## src/rtl/ab_solver.sv

```systemverilog
// Guessing side of the 1A2B (Bulls and Cows) game. Each guess is the smallest
// distinct-digit BCD candidate consistent with every past {guess, feedback} pair.
module ab_solver #(
  parameter int MAX_TRIES = 10
) (
  input  logic        clk,
  input  logic        rst,
  input  logic        start,
  output logic [15:0] guess,
  output logic        guess_valid,
  input  logic [15:0] fb,
  input  logic        fb_valid,
  output logic        busy,
  output logic        solved,
  output logic        fail,
  output logic [3:0]  tries
);

  typedef enum logic [2:0] {
    S_IDLE   = 3'd0,
    S_SEARCH = 3'd1,
    S_OFFER  = 3'd2,
    S_DONE   = 3'd3,
    S_FAIL   = 3'd4
  } state_t;

  localparam logic [3:0]  MAX_T4   = 4'(MAX_TRIES);
  localparam logic [15:0] CAND_LO  = 16'h0123;
  localparam logic [15:0] CAND_TOP = 16'h9876;

  function automatic logic has_repeat(input logic [15:0] v);
    logic r;
    r = 1'b0;
    for (int i = 0; i < 4; i++) begin
      for (int j = i + 1; j < 4; j++) begin
        if (v[i*4 +: 4] == v[j*4 +: 4]) r = 1'b1;
        else r = r;
      end
    end
    return r;
  endfunction

  function automatic logic [15:0] score(input logic [15:0] c, input logic [15:0] h);
    logic [3:0] a;
    logic [3:0] b;
    a = 4'd0;
    b = 4'd0;
    for (int i = 0; i < 4; i++) begin
      for (int j = 0; j < 4; j++) begin
        if (c[i*4 +: 4] != h[j*4 +: 4]) a = a;
        else if (i == j) a = a + 4'd1;
        else b = b + 4'd1;
      end
    end
    return {a, 4'ha, b, 4'hb};
  endfunction

  function automatic logic [15:0] bcd_inc(input logic [15:0] v);
    logic [15:0] r;
    logic        carry;
    r     = v;
    carry = 1'b1;
    for (int i = 0; i < 4; i++) begin
      if (!carry) r = r;
      else if (r[i*4 +: 4] == 4'd9) r[i*4 +: 4] = 4'd0;
      else begin
        r[i*4 +: 4] = r[i*4 +: 4] + 4'd1;
        carry       = 1'b0;
      end
    end
    return r;
  endfunction

  state_t      state_r, state_s;
  logic [15:0] cand_r, cand_s;
  logic [3:0]  idx_r, idx_s;
  logic [3:0]  count_r, count_s;
  logic [3:0]  tries_r, tries_s;
  logic [15:0] guess_r, guess_s;
  logic        gv_r, gv_s;
  logic        busy_r, solved_r, fail_r;
  logic        hist_we_s;
  logic        fb_bad_s;
  logic [15:0] hist_g_r  [MAX_TRIES];
  logic [15:0] hist_fb_r [MAX_TRIES];

  assign fb_bad_s = (fb[11:8] != 4'ha) || (fb[3:0] != 4'hb) ||
                    (({1'b0, fb[15:12]} + {1'b0, fb[7:4]}) > 5'd4);

  // Next-state logic: candidate search, offer/feedback handling, game control.
  always_comb begin
    state_s   = state_r;
    cand_s    = cand_r;
    idx_s     = idx_r;
    count_s   = count_r;
    tries_s   = tries_r;
    guess_s   = guess_r;
    gv_s      = gv_r;
    hist_we_s = 1'b0;
    case (state_r)
      S_IDLE, S_DONE, S_FAIL: begin
        if (start) begin
          count_s = 4'd0;
          tries_s = 4'd0;
          cand_s  = CAND_LO;
          idx_s   = 4'd0;
          gv_s    = 1'b0;
          state_s = S_SEARCH;
        end else begin
          state_s = state_r;
        end
      end
      S_SEARCH: begin
        if (has_repeat(cand_r) ||
            ((idx_r != count_r) && (score(cand_r, hist_g_r[idx_r]) != hist_fb_r[idx_r]))) begin
          idx_s = 4'd0;
          if (cand_r >= CAND_TOP) state_s = S_FAIL;
          else cand_s = bcd_inc(cand_r);
        end else if (idx_r == count_r) begin
          guess_s = cand_r;
          gv_s    = 1'b1;
          state_s = S_OFFER;
        end else begin
          idx_s = idx_r + 4'd1;
        end
      end
      S_OFFER: begin
        if (!fb_valid || fb_bad_s) begin
          state_s = S_OFFER;
        end else if (fb[15:12] == 4'd4) begin
          tries_s = tries_r + 4'd1;
          gv_s    = 1'b0;
          state_s = S_DONE;
        end else begin
          // Record the rejected guess, then resume searching past it
          hist_we_s = 1'b1;
          count_s   = count_r + 4'd1;
          tries_s   = tries_r + 4'd1;
          gv_s      = 1'b0;
          idx_s     = 4'd0;
          if ((count_r + 4'd1) == MAX_T4) state_s = S_FAIL;
          else if (cand_r >= CAND_TOP) state_s = S_FAIL;
          else begin
            cand_s  = bcd_inc(cand_r);
            state_s = S_SEARCH;
          end
        end
      end
      default: begin
        gv_s    = 1'b0;
        state_s = S_IDLE;
      end
    endcase
  end

  // State and registered outputs.
  always_ff @(posedge clk) begin
    if (rst) begin
      state_r  <= S_IDLE;
      cand_r   <= 16'h0000;
      idx_r    <= 4'd0;
      count_r  <= 4'd0;
      tries_r  <= 4'd0;
      guess_r  <= 16'h0000;
      gv_r     <= 1'b0;
      busy_r   <= 1'b0;
      solved_r <= 1'b0;
      fail_r   <= 1'b0;
    end else begin
      state_r  <= state_s;
      cand_r   <= cand_s;
      idx_r    <= idx_s;
      count_r  <= count_s;
      tries_r  <= tries_s;
      guess_r  <= guess_s;
      gv_r     <= gv_s;
      busy_r   <= (state_s == S_SEARCH) || (state_s == S_OFFER);
      solved_r <= (state_s == S_DONE);
      fail_r   <= (state_s == S_FAIL);
    end
  end

  // History storage; entries beyond count_r are never read, so no reset needed.
  always_ff @(posedge clk) begin
    if (hist_we_s) begin
      hist_g_r[count_r]  <= guess_r;
      hist_fb_r[count_r] <= fb;
    end else begin
      hist_g_r[count_r]  <= hist_g_r[count_r];
      hist_fb_r[count_r] <= hist_fb_r[count_r];
    end
  end

  assign guess       = guess_r;
  assign guess_valid = gv_r;
  assign busy        = busy_r;
  assign solved      = solved_r;
  assign fail        = fail_r;
  assign tries       = tries_r;

endmodule

```

## config.mk

```make
export PLATFORM = sky130hd
export DESIGN_NAME = ab_solver
export DESIGN_NICKNAME = d
export VERILOG_FILES = /design/src/rtl/ab_solver.sv
export SDC_FILE = /design/constraint.sdc
export NUM_CORES = 1
export LEC_CHECK = 0
export CORE_MARGIN = 4
export CORE_UTILIZATION = 60
export DETAILED_ROUTE_END_ITERATION = 16
export DONT_BUFFER_PORTS = 1
export HOLD_SLACK_MARGIN = 0.06
export PLACE_DENSITY = 0.79
export SLEW_MARGIN = 25
export SYNTH_ARGS = -nofsm -noshare
export SYNTH_HDL_FRONTEND = slang
export SYNTH_SLANG_ARGS = --single-unit
```

## constraint.sdc

```tcl
create_clock -name clk -period 12.5 [get_ports clk]
set_input_delay 3.75 -clock clk [delete_from_list [all_inputs] [get_ports clk]]
set_output_delay 3.75 -clock clk [all_outputs]
set_load 0.05 [all_outputs]
```

* Word-level counts from Yosys, hierarchy flattened
Memory sizes are Yosys's and may differ from the RTL's. A register that Yosys moved wholly into a read port is not among the register bits.
Cells that the tools add are included.
** Cells by class
- Equal/unequal tests :: 56
- Add/sub/neg operators :: 25
- Multiplexer cells :: 143
- Bitwise gates (word level) :: 3
- Reductions and logical operators :: 19
- Order comparisons :: 2
** Operators with widths (count)
- $mux W4 :: 64
- $mux W16 :: 9
- $add A4 B1 Y4 const B :: 24
- $ne A4 B4 Y1 :: 17
- $mux W8 :: 7
- $mux W1 :: 49
- $pmux W16 S3 :: 1
- $eq A4 B4 Y1 :: 7
- $eq A4 B4 Y1 const B :: 7
- $mux W3 :: 8
- $ne A2 B2 Y1 const B :: 11
- $ge A16 B16 Y1 const B :: 1
- $ne A16 B16 Y1 :: 1
- $pmux W4 S2 :: 2
- $eq A3 B2 Y1 const B :: 4
- $pmux W4 S3 :: 1
- $reduce_and A10 Y1 :: 1
- $pmux W3 S3 :: 1
- $ne A4 B4 Y1 const B :: 2
- $reduce_and A4 Y1 :: 2
- $reduce_and A8 Y1 :: 1
- $eq A3 B1 Y1 const B :: 2
- $eq A3 B3 Y1 const B :: 2
- $reduce_and A3 Y1 :: 2
- other kinds (17) :: 22
** Word-level totals
- Memories kept :: 2
- Logic and storage cells :: 261
- Register bits after elaboration :: 51
- Memory bits (writable) :: 320
- Output and inout port bits :: 24
- Bits of input ports :: 20
** Memory list
- hist_fb_r :: depth 10, bits a word 16, rd ports 1, clocked after memory_dff 1, wr ports 1, line 85 : logic [15:0] hist_fb_r [MAX_TRIES];
- hist_g_r :: depth 10, bits a word 16, rd ports 1, clocked after memory_dff 1, wr ports 1, line 84 : logic [15:0] hist_g_r [MAX_TRIES];

* Longest topological paths before layout
- Depth after elaboration :: 55
- Mapped depth :: 51
- Gate-level depth less buffers :: 46

* Worst setup path before layout
Ideal clock, no wire load.
- Kind :: flip-flop to flip-flop
- Start :: register (tool-made name)
- End :: register cand_r[5]
- Buffers on the path :: 6
- Cell stages (with the launch flop) :: 47
- Library setup time :: 0.122 ns
- Path slack :: 2.925 ns
- Clock period less this slack :: 9.575 ns
- Arrival time :: 9.453 ns
- Data required time :: 12.378 ns
- Path through :: dfxtp_1 -> clkbuf_1 -> clkbuf_1 -> clkbuf_1 -> clkbuf_1 -> buf_1 -> a211oi_1 -> a21oi_1 -> xor2_1 -> nor4_1 -> ha_1 -> xnor2_2 -> ha_1 -> and2_1 -> or2_2 -> ha_1 -> nor2_1 -> nor2_1 -> [11 not listed] -> a21oi_1 -> ha_1 -> a21oi_1 -> o21ai_0 -> ha_1 -> mux2_2 -> ha_1 -> nor2b_1 -> xnor2_1 -> xnor3_1 -> xor2_1 -> nor4_1 -> a211o_1 -> nand4bb_2 -> nand3_4 -> and2_1 -> buf_6 -> a311o_1
** RTL lines
- end signal, assigned :: line 171 : cand_r <= cand_s;
- end, declared :: line 75 : logic [15:0] cand_r, cand_s;

==> impl_metrics.py <==
metrics = {
    "power": {
        "share_comb_of_total_power_pct": 6.3,
        "totalPowerFinal_w": 0.002598,
        "p_leak_nw": 6.423,
        "peakVddDrop_mv": 0.1571,
        "internal-power_w": 0.002023,
        "p_seq_share_pct": 52.6,
        "power.switching_w": 0.0005752,
        "p_sw_share_pct": 22.14,
        "clkPwrFrac_pct": 41.1,
        "power_density_mw_per_mm2": 133.2,
    },
    "sta": {
        "skew_ns": 0.02767,
        "finalCriticalPeriod_ns": 11.02,
        "rsz0062_at_grt": "false",
        "setup_viol": 0,
        "post-route-period-util_pct": 88.19,
        "fmax_mhz": 90.72,
        "fin_hold_ws_ns": 0.5286,
        "slew_headroom_pct": 24.06,
        "slew_viol_final": 0,
        "worstMarginPinSlew_ns": 1.130,
        "tns_ns": 0,
        "hold_violations": 0,
    },
    "grt": {
        "grt-ovfl-total": 0,
        "grt_antenna_before_repair": 1,
        "grt_pass1_vias": 11450,
        "grt_max_degree": 53,
        "grt_pass1_wl_microns": 65840,
        "gr-usage-all-layers_pct": 25.64,
    },
    "yosys": {
        "synthesis.area_sq_mm": 0.01808,
        "ys.flop_type": "edfxtp_1",
        "synth.avg_cell_area_sq_um": 13.20,
        "yosys.cell_types.count": 98,
        "synth_area_leaders": "edfxtp_1 (53%), dfxtp_1 (6.1%), mux2i_1 (5.0%)",
        "synth_seq_cells": 375,
        "synthCells": 1369,
        "synth_top_cell_area_share_pct": 53.16,
        "synthArstFlopShare_pct": 0,
        "synth-edff-count": 320,
        "syn-num-nets": 1414,
        "synth-seq-area-share_pct": 59.25,
        "yosys.area.top_type": "edfxtp_1",
        "yosys_warnings": 0,
    },
    "setup_path": {
        "rrSetupSlack_ns": 1.48,
        "critPathMaxFanout": 23,
        "cp.arrival_ns": 11.48,
        "worst_setup_path_end_kind": "flop",
        "slowest_delay_ns": 0.90,
        "cp_common_cell": "ha_1",
        "worst_setup_path_start_kind": "flop",
        "crit_type": "reg -> reg",
        "critPathTopFamily": "adder cells",
        "r2r-end": "cand_r[5]",
        "crit_buf_inv": 4,
        "r2r_cells": 43,
        "crit_path_top_delay_cell": "dfxtp_1",
        "worstPathRequired_ns": 12.96,
    },
    "die": {
        "die_area_sq_mm": 0.03297,
        "rows": 63,
        "initial_core_util_pct": 60.83,
        "core_area_sq_mm": 0.02972,
        "die_width_microns": 181.6,
        "io_pins": 44,
        "die-height_microns": 181.6,
    },
    "cts": {
        "clockBufferDepth": 3,
        "cts-hold-fix-buffers": 0,
        "postCtsSetupRepairBufs": 0,
        "cts-resized-gates": 0,
        "cts_sinks": 375,
        "clkLatencyLatePin_ns": 0.53,
        "cts_tree": "built",
        "cts-buffers-inserted": 37,
        "htreeDepth": 2,
        "root_buffer": "clkbuf_16",
        "path_clk_slew_ns": 0.06,
    },
    "routing": {
        "dr.first_iter.drc_count": 1277,
        "routedWlPerCell_microns": 24.13,
        "routed_wl_microns": 42690,
        "via_per_inst": 6.476,
        "final_antenna_net_count": 0,
        "drc_errors": 0,
        "vias": 11460,
        "dr.pass1.iters": 5,
    },
    "cells_and_area": {
        "fillCellCount": 2086,
        "drive_above_1_share_pct": 11.02,
        "syn_to_final_growth_pct": 7.898,
        "final_cells": 1769,
        "fin_util_pct": 65.63,
        "diodes": 0,
        "final_net_count": 1395,
    },
    "placed_design": {
        "io_buffers": 0,
        "finalWeightedCongestion": 0.8989,
        "post-dp-hpwl_microns": 26000,
        "dpl.cell_count": 1701,
    },
    "flow_run": {
        "drv_cap": 0,
    },
    "run_status": {
        "status": "complete, no violations",
    },
    "min_path": {
        "min_path_type": "reg -> reg",
        "holdPathStages": 2,
        "hp-start": "idx_r[0]",
    },
}
-- cells in the mapped netlist (6+ instances only) --
cell / number
buf_1: 8
a211oi_1: 16
nor4_1: 14
o31ai_1: 6
a22oi_1: 8
a22o_1: 14
xnor2_1: 103
o21ai_0: 41
inv_1: 32
mux2_2: 14
a21oi_1: 63
nor3_1: 23
clkbuf_1: 49
mux4_2: 20
and3_1: 10
dfxtp_1: 55
nor2b_1: 23
nand4_1: 15
ha_1: 24
nor4bb_1: 10
mux2i_1: 91
buf_6: 10
a31oi_1: 10
and2_1: 17
nand3_1: 30
nand2_1: 65
edfxtp_1: 320
nor4b_1: 6
xor2_1: 49
o211ai_1: 6
nand2b_1: 8
nor3b_1: 7
nor2_1: 75
nand4b_1: 11
-- metal layers --
layer  wire [microns]  track usage, %
met1            16880           34.07
met2            20560           42.70
met3             3430           3.966
met4             1807           10.36
met5               13               0
-- worst max path at each step --
| stage | slack (ns) | cells after the start | start | endpoint |
|---|---|---|---|---|
| 2_1_floorplan | 2.92 | 46 | flop | cand_r[5] |
| 3_3_place_gp | 2.04 | 43 | flop | cand_r[5] |
| 3_5_place_dp | 1.72 | 43 | flop | cand_r[5] |
| 4_1_cts | 1.61 | 43 | flop | cand_r[5] |
| 5_1_grt | 0.93 | 43 | flop | cand_r[5] |
| 6_report | 1.48 | 43 | flop | cand_r[5] |
-- power by group through the flow --
stage / combinational, W / sequential (W) / clock, W
2_1_floorplan: 0.000137 / 0.00138 / 0
3_5_place_dp: 0.000160 / 0.00139 / 0
3_3_place_gp: 0.000156 / 0.00139 / 0
5_1_grt: 0.000181 / 0.00137 / 0.00113
6_report: 0.000165 / 0.00137 / 0.00107
4_1_cts: 0.000162 / 0.00137 / 0.00108
-- tightest hold or removal path, delay by kind of cell (launching register included) --
| kind | cells | cell delay (ns) |
|---|---|---|
| flip-flops | 1 | 0.35 |
| AND/OR/NAND/NOR | 1 | 0.07 |
| AO/OA/AOI/OAI | 1 | 0.06 |
-- cell usage in the layout, fill, tap and decap left out, drive strengths merged, types with 7 or more instances in the layout --
cell and instances:
nand2b 8, o21ai 44, inv 35, a31oi 11, mux2 14, a21oi 65, nand4 15, nor2 77
edfxtp 320, a22o 14, xnor2 105, xor2 49, clkbuf 49, and3 10, a211oi 17, mux4 20
nor4 15, nor3 24, ha 24, nor3b 7, nand4b 11, clkinv 16, nor4bb 10, nand2 65
a22oi 11, nand3 31, nor2b 23, dfxtp 55, and2 18, mux2i 93, nor4b 7, buf 19
-- flip-flops by register name (all words and copies together), names as in the netlist, named ones only --
signal       cells
busy             1
idx_r            4
solved           1
cand_r          16
tries            4
hist_fb_r      160
guess_valid      1
guess           16
state_r          3
hist_g_r       160
fail             1
count_r          4
-- stage by stage --
| step | setup slack (ns) | cell area, sq um |
|---|---|---|
| floorplan | 2.925 | 18080 |
| global placement | 2.040 | 18320 |
| detailed placement | 1.720 | 18330 |
| CTS | 1.605 | 19500 |
| global route | 0.9334 | 19500 |
| finish | 1.477 | 19500 |
-- cell families (layout without fill, tap and decap cells) --
kind of cell | count (synthesis) | count (layout) | synth area share, %
XOR/XNOR | 159 | 159 | 8.244
buffers and inverters | 113 | 123 | 2.956
multiplexers | 127 | 127 | 8.555
adder cells (fa/ha/maj) | 25 | 25 | 1.772
flip-flops | 375 | 375 | 59.25
AND/OR/NAND/NOR | 349 | 349 | 10.75
AO/OA/AOI/OAI | 221 | 221 | 8.473
-- final cells by class --
class	instances	area, sq um	share of cell area [%]
clock buffers	49	1022	5.241
inverters	36	135.1	0.6928
repair buffers	19	142.6	0.7313
well taps	390	488.0	2.502
multi-input cells	881	6844	35.09
flip-flops and latches	375	10720	54.95
clock inverters	19	155.1	0.7955
(Power assumes the default switching activity.)
